[src/rtl/bus_arbiter_rr.sv]
// Round-robin arbiter and transfer sequencer for two bus masters.
// Ownership lasts one whole burst. Burst length comes from the granted master's
// control word, and beats are qualified by the slave's ready signal.
// A stall watchdog revokes ownership after TIMEOUT consecutive ready-low cycles.
module bus_arbiter_rr #(
  parameter int TIMEOUT = 255
) (
  input  logic       clk,
  input  logic       reset,
  input  logic [1:0] req,
  input  logic [8:0] m0_control,
  input  logic [8:0] m1_control,
  input  logic       ready,
  output logic [1:0] ack,
  output logic       mux_sel,
  output logic       busy,
  output logic       timeout
);

  localparam logic [1:0] ST_START = 2'b00;
  localparam logic [1:0] ST_CONT  = 2'b01;
  localparam logic [1:0] ST_IDLE  = 2'b10;
  localparam logic [7:0] STALL_LAST = 8'(TIMEOUT - 1);

  typedef enum logic [1:0] {
    S_IDLE,
    S_GRANT,
    S_XFER,
    S_HANDOVER
  } state_t;

  state_t     state;
  logic       last;
  logic       page_mode;
  logic [6:0] beat_cnt;
  logic [7:0] stall_cnt;

  logic [8:0] ctl;
  logic [1:0] status;
  logic [2:0] burst;
  logic [6:0] len_m1;
  logic       data_beat;
  logic       start_beat;
  logic       stall_hit;
  logic       winner;
  logic       unused_ctl_bits;

  // Decode the granted master's control word and pick the round-robin winner.
  always_comb begin
    ctl        = mux_sel ? m1_control : m0_control;
    status     = ctl[8:7];
    burst      = ctl[5:3];
    len_m1     = (7'd1 << burst) - 7'd1;
    data_beat  = ready && ((status == ST_START) || (status == ST_CONT));
    start_beat = ready && (status == ST_START);
    stall_hit  = !ready && (stall_cnt == STALL_LAST);
    winner     = (req == 2'b11) ? ~last : req[1];
  end

  // Bit 6 (burst MSB), size and WE do not affect arbitration.
  assign unused_ctl_bits = ^{ctl[6], ctl[2:0]};

  // Arbitration FSM with registered grant, mux select, busy and timeout pulse.
  always_ff @(posedge clk or negedge reset) begin
    if (!reset) begin
      state     <= S_IDLE;
      ack       <= 2'b00;
      mux_sel   <= 1'b0;
      busy      <= 1'b0;
      timeout   <= 1'b0;
      last      <= 1'b1;
      page_mode <= 1'b0;
      beat_cnt  <= '0;
      stall_cnt <= '0;
    end else begin
      timeout <= 1'b0;
      case (state)
        S_IDLE: begin
          stall_cnt <= '0;
          if (req != 2'b00) begin
            state   <= S_GRANT;
            ack     <= winner ? 2'b10 : 2'b01;
            mux_sel <= winner;
            busy    <= 1'b1;
          end
        end

        S_GRANT: begin
          stall_cnt <= ready ? 8'd0 : stall_cnt + 8'd1;
          if (start_beat) begin
            // A completed START beat wins over a request drop in the same cycle.
            page_mode <= (burst == 3'b111);
            beat_cnt  <= (burst == 3'b111) ? 7'd0 : len_m1;
            if (burst == 3'b000) begin
              state <= S_HANDOVER;
              ack   <= 2'b00;
              busy  <= 1'b0;
            end else begin
              state <= S_XFER;
            end
          end else if (!req[mux_sel]) begin
            state <= S_HANDOVER;
            ack   <= 2'b00;
            busy  <= 1'b0;
          end else if (stall_hit) begin
            state   <= S_HANDOVER;
            ack     <= 2'b00;
            busy    <= 1'b0;
            timeout <= 1'b1;
          end
        end

        S_XFER: begin
          stall_cnt <= ready ? 8'd0 : stall_cnt + 8'd1;
          if (page_mode && (status == ST_IDLE)) begin
            state <= S_HANDOVER;
            ack   <= 2'b00;
            busy  <= 1'b0;
          end else if (!page_mode && data_beat) begin
            beat_cnt <= beat_cnt - 7'd1;
            if (beat_cnt == 7'd1) begin
              state <= S_HANDOVER;
              ack   <= 2'b00;
              busy  <= 1'b0;
            end
          end else if (stall_hit) begin
            state   <= S_HANDOVER;
            ack     <= 2'b00;
            busy    <= 1'b0;
            timeout <= 1'b1;
          end
        end

        S_HANDOVER: begin
          // Turnaround cycle: remember who was served so the other master goes next.
          last      <= mux_sel;
          stall_cnt <= '0;
          state     <= S_IDLE;
        end

        default: state <= S_IDLE;
      endcase
    end
  end

endmodule

[config.mk]
export PLATFORM = sky130hd
export DESIGN_NAME = bus_arbiter_rr
export DESIGN_NICKNAME = d
export VERILOG_FILES = /design/src/rtl/bus_arbiter_rr.sv
export SDC_FILE = /design/constraint.sdc
export NUM_CORES = 1
export LEC_CHECK = 0
export ABC_AREA = 1
export BUFFER_PORTS_ARGS = -buffer_cell sky130_fd_sc_hd__buf_2
export CAP_MARGIN = 5
export CORE_MARGIN = 5
export CORE_UTILIZATION = 40
export CTS_CLUSTER_SIZE = 30
export DETAILED_ROUTE_END_ITERATION = 8
export GPL_ROUTABILITY_DRIVEN = 0
export PLACE_DENSITY = 0.67
export SETUP_SLACK_MARGIN = 0.05
export SYNTH_ARGS = -nofsm -noshare
export SYNTH_HDL_FRONTEND = slang
export SYNTH_SLANG_ARGS = --single-unit
[constraint.sdc]
create_clock -name clk -period 2 [get_ports clk]
set_input_delay 0.4 -clock clk [delete_from_list [all_inputs] [get_ports clk]]
set_output_delay 0.4 -clock clk [all_outputs]
set_load 0.1 [all_outputs]
==> flow_summary.toml <==
[place]
port_buffers = 19
place_area_mm2 = 0.001923
post-place-ws_ns = 0.1969
dpl.hpwl_um = 2854
dp.cells = 319

[sta]
skew_ns = 0.009827
rsz0062_at_grt = "false"
maxSlewViolCount = 0
worst_slack_ns = 0.1986
worst_pin_slew_ns = 0.5733
min_period_over_period_pct = 90.07
setup_viol = 0
tns_ns = 0
relSlewSlack_pct = 61.78
final-hold-violation-count = 0
fin_crit_ns = 1.801
max_freq_mhz = 555.1

[final_layout]
diodes = 0
stdcell_area_mm2 = 0.001997
synthToLayoutAreaGrowth_pct = 12.00
final_common_cell = "nand2_1"
final_cell_mix = "nand2_1 (73), inv_1 (35), nor2_1 (22), dfrtp_1 (22), buf_2 (19)"
fin_nets = 305
fillCellCount = 433
fin_cells = 323
multi_input_area_mm2 = 0.001006
seq_area_um2 = 603.1
drive_gt1_share_pct = 18.08

[global_route]
grt_pass1_vias = 1510
grt_max_degree = 25
antenna_found_initial = 0
grt_pass1_wl_um = 6520
grt.overflow.total = 0
grt_usage_pct = 12.88

[pwr]
powerDensity_mw_per_mm2 = 1546
p_leak_nw = 1.043
ir_drop_uv = 974.5
totalPowerFinal_mw = 3.087

[drt]
routed-wl-met3_um = 77
initialDrtViolationCount = 80
viasPerCell = 4.960
drt_wl_total_um = 3594
drc = 0
routed.top_layer = "met4"
dr_wl_met2_um = 1668
via_count = 1602
wl_met1_um = 1791
ant_nets = 0
dr.pass1.iters = 4
wl_per_cell_um = 11.13

[synthesis]
ys_ff_latch = 24
avgSynthCellArea_um2 = 7.160
syn-num-nets = 282
yosysSeqAreaShare_pct = 33.75
ys_warn_count = 0
yosys.area.top_type_share_pct = 32.28
synthesis.instances = 249
yosys.area.top_type = "dfrtp_1"
synth_cell_types = 34
yosys-top-cells-area = "dfrtp_1 (32%), nand2_1 (15%), inv_1 (7.4%)"
netlist_area_mm2 = 0.001783

[clock_network]
clk_latency_ns = 0.27
clock-sinks = 24
postCtsSetupBuffers = 0
clk_pin_slew_ns = 0.09
cts_buffer_depth = 2
cts-buffers-inserted = 3
cts_tree = "built"
h-tree-depth = 1
cts_root_buf = "clkbuf_8"

[floorplan]
fp.dieH_um = 76.77
die_w_um = 76.77
boundaryPins = 28
die-area_mm2 = 0.005893
placementRows = 24
coreArea_mm2 = 0.004354
start_util_pct = 40.95

[outcome]
status = "finished, final reports clean"

[worst_setup_path]
end_kind = "flip-flop"
critical_path_required_ns = 2.15
crit_arrival_ns = 1.95
max_stage_delay_ns = 0.52
crit_path_start_kind = "flip-flop"
criticalPathCategory = "flip-flop to flip-flop"
cp_slowest_cell = "dfrtp_2"
crit_fanout = 16
cpMostUsedCell = "nand2_1"
cp_cell_sequence = "inv_4, nand2_1, nand2_1, nand3_2, ha_1, inv_1, nand2_1, o211ai_1, nand2_1, nand2_2, o21ai_2"

[job]
drv_cap = 0

[hold_path]
holdCritPathClass = "primary input to async pin"
==> layer usage <==
layer  GRT usage, %  up-vias
met5              0        -
met3          2.576        6
li1               -      845
met1          17.79      732
met2          20.20       19
met4          3.846        0
==> registers in the layout (all words and copies together), names as in the netlist <==
signal     count
busy           1
page_mode      1
ack            2
last           1
mux_sel        1
beat_cnt       7
state          2
stall_cnt      8
timeout        1
==> area by class of cell <==
| class | count | share of cell area, % |
|---|---|---|
| clock inverters | 1 | 1.504 |
| flip-flops and latches | 24 | 30.20 |
| repair buffers | 21 | 5.514 |
| well taps | 52 | 3.258 |
| multi-input cells | 185 | 50.38 |
| inverters | 37 | 7.080 |
| clock buffers | 3 | 2.068 |
==> stage by stage <==
step	hold slack, ns	utilization [%]
final	0.1144	45.86
after global routing	0.1555	45.86
after CTS	0.1278	45.80
after detailed placement	0.4338	44.17
after global placement	0.4306	44.17
after floorplan	0.1044	-
==> cells by family after synthesis <==
logic type	count (synthesis)	share of synthesized area (%)
simple gates	134	33.97
fa+ha+maj	10	7.018
flops	24	33.75
compound gates	40	14.95
xor+xnor	1	0.4913
buf+inv	40	9.825
==> repair_timing <==
item                                   in CTS  in global routing
resized for setup                           0                  1
endpoints found under the hold margin       0                  0
hold buffers                                0                  0
setup endpoints to repair                   0                  2
==> critical path, delay by kind of cell, from the launching register on <==
kind | cells | cell delay [ns]
adders and majority gates | 1 | 0.19
buffers and inverters | 2 | 0.26
and+or+nand+nor | 6 | 0.56
DFF | 1 | 0.52
AOI/OAI and AO/OA | 2 | 0.13
==> report_power, final <==
group          internal (mW)  switching [mW]
Sequential             0.662           0.143
Clock                  0.268           0.156
Combinational          0.571            1.29
Total                   1.50            1.59
==> path summary, 6_finish.rpt <==
kind	slack (ns)	cells past startpoint	to	from
max	0.20	11	beat_cnt[6]	mux_sel
min	0.11	1	state[1]	reset
max reg2reg	0.20	11	beat_cnt[6]	mux_sel
min reg2reg	0.47	2	ack[0]	ack[0]
max in group asynchronous	1.48	1	mux_sel	reset
min in group clk	0.38	2	stall_cnt[4]	ready
==> synthesized netlist by cell type, drive strengths merged <==
cell type / n
dfstp: 1
xnor2: 1
o211ai: 2
nand2: 80
o31ai: 1
a211oi: 1
buf: 3
a21boi: 1
dfrtp: 23
inv: 37
o22ai: 2
o21ai: 20
a31oi: 2
a21oi: 9
nand3: 19
o21bai: 2
nor3: 5
ha: 10
nor3b: 4
nand4: 2
nor2: 24
Power figures use the tool's default switching activity.
